===== src/rtl/icache.sv =====
// icache -- direct-mapped instruction cache between the fetch stage and the
// instruction memory (im). Hits are answered one cycle after the request is
// sampled. A miss issues one read strobe to im, captures the 16-word burst
// into a 64-byte line, then answers the fetch from that line.
//
// Ports:
//   clock, reset       clock and asynchronous active-low reset
//   IC_enable          fetch request, sampled only while IC_busy is low
//   IC_address         fetch byte address (bits [1:0] ignored)
//   IC_flush           one-cycle pulse that invalidates every line
//   IC_out, IC_ready   fetched word and its one-cycle valid pulse
//   IC_busy            a miss is being serviced; requests are ignored
//   IM_enable, IM_read one-cycle read strobe towards im
//   IM_write, IM_in    unused write path, tied to zero
//   IM_address         line base address of the miss
//   IM_out, IM_ready   burst data and its per-word valid from im
//   hit_count          saturating hit counter
//   miss_count         saturating miss counter

module icache #(
    parameter int data_size  = 32,
    parameter int addr_size  = 12,
    parameter int index_bits = 2
) (
    input  logic                 clock,
    input  logic                 reset,
    input  logic                 IC_enable,
    input  logic [addr_size-1:0] IC_address,
    input  logic                 IC_flush,
    output logic [data_size-1:0] IC_out,
    output logic                 IC_ready,
    output logic                 IC_busy,
    output logic                 IM_enable,
    output logic                 IM_read,
    output logic                 IM_write,
    output logic [addr_size-1:0] IM_address,
    output logic [data_size-1:0] IM_in,
    input  logic [data_size-1:0] IM_out,
    input  logic                 IM_ready,
    output logic [15:0]          hit_count,
    output logic [15:0]          miss_count
);

    localparam int TAG_W = addr_size - 6 - index_bits;
    localparam int LINES = 1 << index_bits;

    typedef enum logic [2:0] {S_IDLE, S_REQ, S_WAIT, S_FILL, S_RESP} state_t;

    state_t state;
    state_t next_state;

    logic [data_size-1:0]  data_mem [0:LINES*16-1];
    logic [TAG_W-1:0]      tag_mem  [0:LINES-1];
    logic [LINES-1:0]      valid;
    logic                  flush_pending;
    logic [3:0]            fill_cnt;

    logic [index_bits-1:0] req_idx;
    logic [TAG_W-1:0]      req_tag;
    logic [3:0]            req_off;

    logic [3:0]            fetch_off;
    logic [index_bits-1:0] fetch_idx;
    logic [TAG_W-1:0]      fetch_tag;
    logic                  hit;
    logic                  mem_we;
    logic [3:0]            wr_off;
    logic                  line_done;
    logic                  unused_bits;

    assign fetch_off   = IC_address[5:2];
    assign fetch_idx   = IC_address[5+index_bits:6];
    assign fetch_tag   = IC_address[addr_size-1:6+index_bits];
    assign unused_bits = ^IC_address[1:0];

    assign IM_write = 1'b0;
    assign IM_in    = '0;

    // A flush arriving together with a request wipes the line the request
    // would hit, so it is forced down the miss path.
    assign hit = IC_enable && !IC_flush && valid[fetch_idx] &&
                 (tag_mem[fetch_idx] == fetch_tag);

    // Burst words land at offset 0 in WAIT and at the running counter in FILL.
    assign mem_we    = IM_ready && ((state == S_WAIT) || (state == S_FILL));
    assign wr_off    = (state == S_WAIT) ? 4'd0 : fill_cnt;
    assign line_done = IM_ready && (state == S_FILL) && (fill_cnt == 4'd15);

    always_ff @(posedge clock or negedge reset) begin
        if (!reset) begin
            state <= S_IDLE;
        end else begin
            state <= next_state;
        end
    end

    always_comb begin
        next_state = state;
        case (state)
            S_IDLE:  if (IC_enable && !hit) next_state = S_REQ;
            S_REQ:   next_state = S_WAIT;
            S_WAIT:  if (IM_ready) next_state = S_FILL;
            S_FILL:  if (line_done) next_state = S_RESP;
            S_RESP:  next_state = S_IDLE;
            default: next_state = S_IDLE;
        endcase
    end

    // Line storage has no reset; a line only becomes usable through its valid
    // bit, which is set once the last burst word has been written.
    always_ff @(posedge clock) begin
        if (mem_we) begin
            data_mem[{req_idx, wr_off}] <= IM_out;
        end
        if (line_done) begin
            tag_mem[req_idx] <= req_tag;
        end
    end

    always_ff @(posedge clock or negedge reset) begin
        if (!reset) begin
            IC_out        <= '0;
            IC_ready      <= 1'b0;
            IC_busy       <= 1'b0;
            IM_enable     <= 1'b0;
            IM_read       <= 1'b0;
            IM_address    <= '0;
            hit_count     <= '0;
            miss_count    <= '0;
            valid         <= '0;
            flush_pending <= 1'b0;
            fill_cnt      <= '0;
            req_idx       <= '0;
            req_tag       <= '0;
            req_off       <= '0;
        end else begin
            IC_ready  <= 1'b0;
            IM_enable <= 1'b0;
            IM_read   <= 1'b0;

            // Flushes seen while a miss is in flight are deferred so the
            // line being filled still answers its own request.
            if (IC_flush && (state != S_IDLE)) begin
                flush_pending <= 1'b1;
            end

            case (state)
                S_IDLE: begin
                    if (IC_flush) begin
                        valid <= '0;
                    end
                    if (IC_enable) begin
                        if (hit) begin
                            IC_out   <= data_mem[{fetch_idx, fetch_off}];
                            IC_ready <= 1'b1;
                            if (hit_count != 16'hFFFF) hit_count <= hit_count + 16'd1;
                        end else begin
                            req_idx    <= fetch_idx;
                            req_tag    <= fetch_tag;
                            req_off    <= fetch_off;
                            IM_enable  <= 1'b1;
                            IM_read    <= 1'b1;
                            IM_address <= {IC_address[addr_size-1:6], 6'b000000};
                            IC_busy    <= 1'b1;
                            if (miss_count != 16'hFFFF) miss_count <= miss_count + 16'd1;
                        end
                    end
                end
                S_WAIT: begin
                    if (IM_ready) fill_cnt <= 4'd1;
                end
                S_FILL: begin
                    if (IM_ready) begin
                        fill_cnt <= fill_cnt + 4'd1;
                        if (fill_cnt == 4'd15) valid[req_idx] <= 1'b1;
                    end
                end
                S_RESP: begin
                    IC_out   <= data_mem[{req_idx, req_off}];
                    IC_ready <= 1'b1;
                    IC_busy  <= 1'b0;
                    if (flush_pending || IC_flush) begin
                        valid         <= '0;
                        flush_pending <= 1'b0;
                    end
                end
                default: ;
            endcase
        end
    end

endmodule


===== config.mk =====
export PLATFORM = sky130hd
export DESIGN_NAME = icache
export DESIGN_NICKNAME = d
export VERILOG_FILES = /design/src/rtl/icache.sv
export SDC_FILE = /design/constraint.sdc
export NUM_CORES = 2
export LEC_CHECK = 0
export ABC_AREA = 1
export BUFFER_PORTS_ARGS = -buffer_cell sky130_fd_sc_hd__buf_2
export CELL_PAD_IN_SITES_DETAIL_PLACEMENT = 1
export CELL_PAD_IN_SITES_GLOBAL_PLACEMENT = 2
export CORE_ASPECT_RATIO = 1.5
export CORE_MARGIN = 4
export CORE_UTILIZATION = 35
export DETAILED_ROUTE_END_ITERATION = 8
export GPL_ROUTABILITY_DRIVEN = 0
export PLACE_DENSITY_LB_ADDON = 0.1
export SLEW_MARGIN = 20
export SYNTH_ARGS = -nofsm -noshare
export SYNTH_HDL_FRONTEND = slang
export SYNTH_SLANG_ARGS = --single-unit

===== constraint.sdc =====
create_clock -name clock -period 6.7 [get_ports clock]
set_input_delay 0.67 -clock clock [delete_from_list [all_inputs] [get_ports clock]]
set_output_delay 0.67 -clock clock [all_outputs]
set_load 0.02 [all_outputs]

Word-level counts from Yosys, hierarchy flattened
Memories as Yosys holds them, arrays and structs flattened.
Cells that the tools add are included.
{"block": "classes", "n_addsub": 3, "order_cmp": 3, "n_eq_ne": 18, "mux": 36, "bitwise_logic": 2, "reduce_logical": 26}
{"operator": "$mux W32", "n": 2}
{"operator": "$pmux W32 S2", "n": 1}
{"operator": "$add A16 B1 Y16 const B", "n": 2}
{"operator": "$ne A16 B16 Y1 const B", "n": 2}
{"operator": "$mux W4", "n": 7}
{"operator": "$ne A2 B2 Y1 const B", "n": 9}
{"operator": "$mux W1", "n": 16}
{"operator": "$reduce_and A3 Y1", "n": 5}
{"operator": "$pmux W3 S4", "n": 1}
{"operator": "$pmux W4 S3", "n": 1}
{"operator": "$logic_and A1 B1 Y1", "n": 9}
{"operator": "$mux W3", "n": 3}
{"operator": "$pmux W4 S2", "n": 1}
{"operator": "$reduce_and A4 Y1", "n": 2}
{"operator": "$eq A3 B2 Y1 const B", "n": 2}
{"operator": "$lt A2 B3 Y1 const B", "n": 2}
{"operator": "$reduce_bool A3 Y1", "n": 2}
{"operator": "$reduce_and A5 Y1", "n": 1}
{"operator": "$add A4 B1 Y4 const B", "n": 1}
{"operator": "$eq A4 B4 Y1", "n": 1}
{"operator": "$eq A4 B4 Y1 const B", "n": 1}
{"operator": "$or A4 B4 Y4", "n": 1}
{"operator": "$pmux W1 S2", "n": 2}
{"operator": "$reduce_bool A2 Y1", "n": 2}
{"operator": "other kinds (10)", "n": 12}
{"block": "word_totals", "ff_bits": 95, "ram_bits": 2064, "output_inout_bits": 113, "word_cells": 104, "mem_count": 2}
{"memory": "data_mem", "words": 64, "width": 32, "rd": 2, "rd_ports_with_merged_regs": 0, "wr": 1, "line": "52", "source": "logic [data_size-1:0] data_mem [0:LINES*16-1];"}
{"memory": "tag_mem", "words": 4, "width": 4, "rd": 1, "rd_ports_with_merged_regs": 0, "wr": 1, "line": "53", "source": "logic [TAG_W-1:0] tag_mem [0:LINES-1];"}

Logic depth before layout (Yosys ltp)
{"block": "logic_depth", "word_depth": 8, "mapped_depth": 17, "mapped_depth_nobuf": 13}

Worst setup path after synthesis
Ideal clock, no wire load.
{"block": "synth_timing", "path_type": "register to register", "start": "register IM_address[7] (netlist name)", "end": "memory data_mem[46][0], enable pin", "setup_time_ps": 502, "arrival_time_ps": 4437, "path_slack_ps": 1761, "path_stages_with_launch": 6, "n_path_buf": 1, "synth_period_minus_slack_ps": 4939, "path_cell_list": "dfrtp_1 inv_1 nor2_1 clkbuf_1 nand3_1 nor4_1"}
{"element": "to (decl)", "line": "52"}

Final worst setup path
{"block": "layout_timing", "start": "register req_idx[0]", "end": "memory data_mem[48][19], enable pin"}
{"element": "from (decl)", "line": "58", "source": "logic [index_bits-1:0] req_idx;"}
{"element": "from (signal assigned)", "line": "158", "source": "req_idx <= fetch_idx;"}
Straight into the memory's write port.

==> flow_summary.toml <==
[yosys]
yosys.area.top_type = "edfxtp_1"
ys_warn_count = 0
netlist_instances = 12980
ys_types = 36
synth.area.top_cells = "edfxtp_1 (56%), nand2_1 (15%), nand3_1 (14%)"
yosysMostFrequentCell = "nand2_1"
syn_area_per_cell_um2 = 8.514
ys_ff_latch = 2153
synth-edff-count = 2064
ys.flop_type = "edfxtp_1"
async_flop_share = 0.04134
synth_common_cells = "nand2_1 (4501), nand3_1 (3074), edfxtp_1 (2064), nor2_1 (840), inv_1 (817)"
ys_seq_area_frac = 0.5810
netlist.area_leader.share = 0.5609
synthesis.area_um2 = 110500

[route]
drt-total-wl_um = 517000
antenna_left = 0
routed_via_density = 5.701
firstDrtPassIters = 5
dr.first_iter.drc_count = 8183
vias = 97210
drc_errors = 0
wire_per_inst_um = 30.32

[status]
outcome = "finished clean"

[floorplanning]
core_um2 = 314400
num_rows = 252
io_pins = 162
die_area_um2 = 325000
start_util = 0.3515
dieWidth_um = 466.8
die_h_um = 696.2

[clock_network]
cts_setup_buffers = 0
cts-root-buf = "clkbuf_16"
cts_made_buffers = 234
cts_max_path_buffers = 4
clk_pin_slew_ps = 70
cts_sinks = 2153
h-tree-depth = 4
tritoncts = "built"
insertion_delay_ps = 930

[pwr]
p_seq_frac = 0.361
clkPwrFrac = 0.302
swShare = 0.3978
p_comb_frac = 0.337
max-vdd-ir-drop_v = 0.0003400
power_uw = 43040
p_int_uw = 25920
power_switching_uw = 17120
power.leakage_uw = 0.04939
p_per_area_nw_per_um2 = 350.0

[timing]
post-route-min-period_ps = 4372
setup-violations-final = 0
finalClockSkew_ps = 48.62
fmax_ghz = 0.2287
rsz0062_at_grt = "no"
finalWorstSetupSlack_ps = 2328
hold_viol_final = 0
maxSlewHeadroom = 0.2128
setup-tns-final_ps = 0
post-route-period-util = 0.6526
worst_pin_slew_ps = 1181
slew_violations = 0

[critical_path]
path_cells = "nand2_1, buf_4, inv_2, nand3_1, nor2_4, buf_4"
slowest_delay_ps = 870
cp.required_ps = 7240
cpMostUsedCell = "buf_4"
cp-end-kind = "register"
path_max_fanout = 25
slowest_stage = "buf_4"
startpoint_type = "register"
path_class = "reg2reg"
arrival_ps = 4910

[global_route]
grt_pass1_wl_um = 735800
grtUsageTotal = 0.3110
grt_max_degree = 162
grt_pass1_vias = 102800
antenna_found_initial = 27
grt-ovfl-total = 0

[layout]
area_growth_pct = 11.28
drive_gt1_frac = 0.06029
fin_util = 0.3912
nets = 12720
fillCellCount = 36310

[placement]
post-dp-hpwl_um = 282300
place_ws_ps = 2327
portBuffers = 120

[flow_run]
maxCapViolCount = 0

[min_path]
hp-class = "in2reg"
==> power groups by stage <==
stage | combinational (uW) | clock (uW) | sequential [uW]
after floorplan | 8430 | 0 | 15600
after global placement | 14200 | 0 | 15800
after detailed placement | 14400 | 0 | 15800
after CTS | 14500 | 13200 | 15500
after global routing | 15700 | 13700 | 15600
final | 14500 | 13000 | 15500
==> layout make-up <==
| class | instances | area (um^2) | share of cell area |
|---|---|---|---|
| sequential | 2153 | 64220 | 0.5223 |
| multi-input combinational | 9089 | 39620 | 0.3222 |
| clock buffer | 301 | 6237 | 0.05072 |
| tap | 4191 | 5244 | 0.04264 |
| timing repair buffer | 365 | 3385 | 0.02752 |
| inverter | 827 | 3173 | 0.02580 |
| clock inverter | 119 | 1072 | 0.008720 |
| antenna | 7 | 17.52 | 0.0001425 |
==> registers in the layout, indices dropped and copies added (netlist names) <==
name / count
IM_address: 1
hit_count: 16
state: 3
miss_count: 16
fill_cnt: 4
IC_ready: 1
req_tag: 4
tag_mem: 16
req_idx: 1
data_mem: 2048
req_off: 4
IC_busy: 1
flush_pending: 1
valid: 4
IM_read: 1
IC_out: 32
==> per-stage QoR <==
stage	area, um^2	cells	hold WS, ps
floorplan	110600	13020	374.4
detailed placement	115600	16620	462.1
finish	123000	17050	70.16
CTS	122900	17050	8.035
global placement	115500	16620	458.8
global route	123000	17050	52.77
==> layer usage <==
| metal | part of all wire | GRT usage | wire length [um] | vias to the layer above |
|---|---|---|---|---|
| met5 | 0.00013 | 0 | 65 | - |
| met4 | 0.053 | 0.1392 | 27350 | 10 |
| met3 | 0.057 | 0.04077 | 29590 | 1078 |
| met2 | 0.49 | 0.5444 | 253900 | 3178 |
| met1 | 0.40 | 0.3815 | 206100 | 50300 |
| li1 | - | - | - | 42640 |
==> placed cells by master, fill, tap and decap left out, types with 3 or more instances in the layout <==
| cell | instances |
|---|---|
| o21ai_1 | 20 |
| a21oi_1 | 104 |
| edfxtp_1 | 2064 |
| nor3_1 | 15 |
| o211ai_1 | 50 |
| xor2_1 | 21 |
| dfrtp_1 | 85 |
| buf_2 | 100 |
| buf_12 | 68 |
| o21ai_0 | 385 |
| nor4_1 | 5 |
| xnor2_1 | 9 |
| nand3_1 | 3074 |
| nor2_2 | 4 |
| clkinv_1 | 55 |
| ha_1 | 3 |
| nor2_1 | 774 |
| conb_1 | 39 |
| inv_1 | 812 |
| nor2_4 | 67 |
| clkinv_2 | 38 |
| clkbuf_1 | 54 |
| nand4_1 | 6 |
| buf_8 | 4 |
| clkinvlp_4 | 3 |
| inv_8 | 10 |
| buf_6 | 3 |
| clkbuf_16 | 234 |
| dfrtp_4 | 4 |
| clkbuf_8 | 13 |
| bufinv_16 | 20 |
| inv_6 | 4 |
| nand2_1 | 4500 |
| diode_2 | 7 |
| buf_4 | 189 |
==> path summary, 6_finish.rpt <==
path | slack, ps | to | depth (start not counted) | startpoint
worst max-delay path | 2330 | data_mem[48][19] | 6 | req_idx[0]
worst min-delay path | 70 | req_tag[2] | 3 | IC_address[10]
worst max register to register | 2330 | data_mem[48][19] | 6 | req_idx[0]
worst min register to register | 470 | IC_busy | 2 | IC_busy
max in group asynchronous | 4570 | req_off[3] | 4 | reset
min in group asynchronous | 270 | hit_count[9] | 2 | reset
==> cell families after synthesis <==
| group | Yosys count | synth area share |
|---|---|---|
| xor+xnor | 31 | 0.002525 |
| buf+inv | 1776 | 0.06646 |
| flops | 2153 | 0.5810 |
| fa+ha+maj | 3 | 0.0003397 |
| other cells | 1 | 0.00003393 |
| simple gates | 8454 | 0.3229 |
| compound gates | 562 | 0.02668 |
==> worst max-delay path: cells and delay by family, from the launching register on <==
family,cells,cell delay [ps]
buf+inv,3,1760
simple gates,3,1580
flops,1,540
==> what timing repair did <==
action                                 in CTS  in global routing
resized for setup                           0                  0
endpoints found under the hold margin      48                  0
hold buffers                                1                  0
Power figures use the tool's default switching activity.
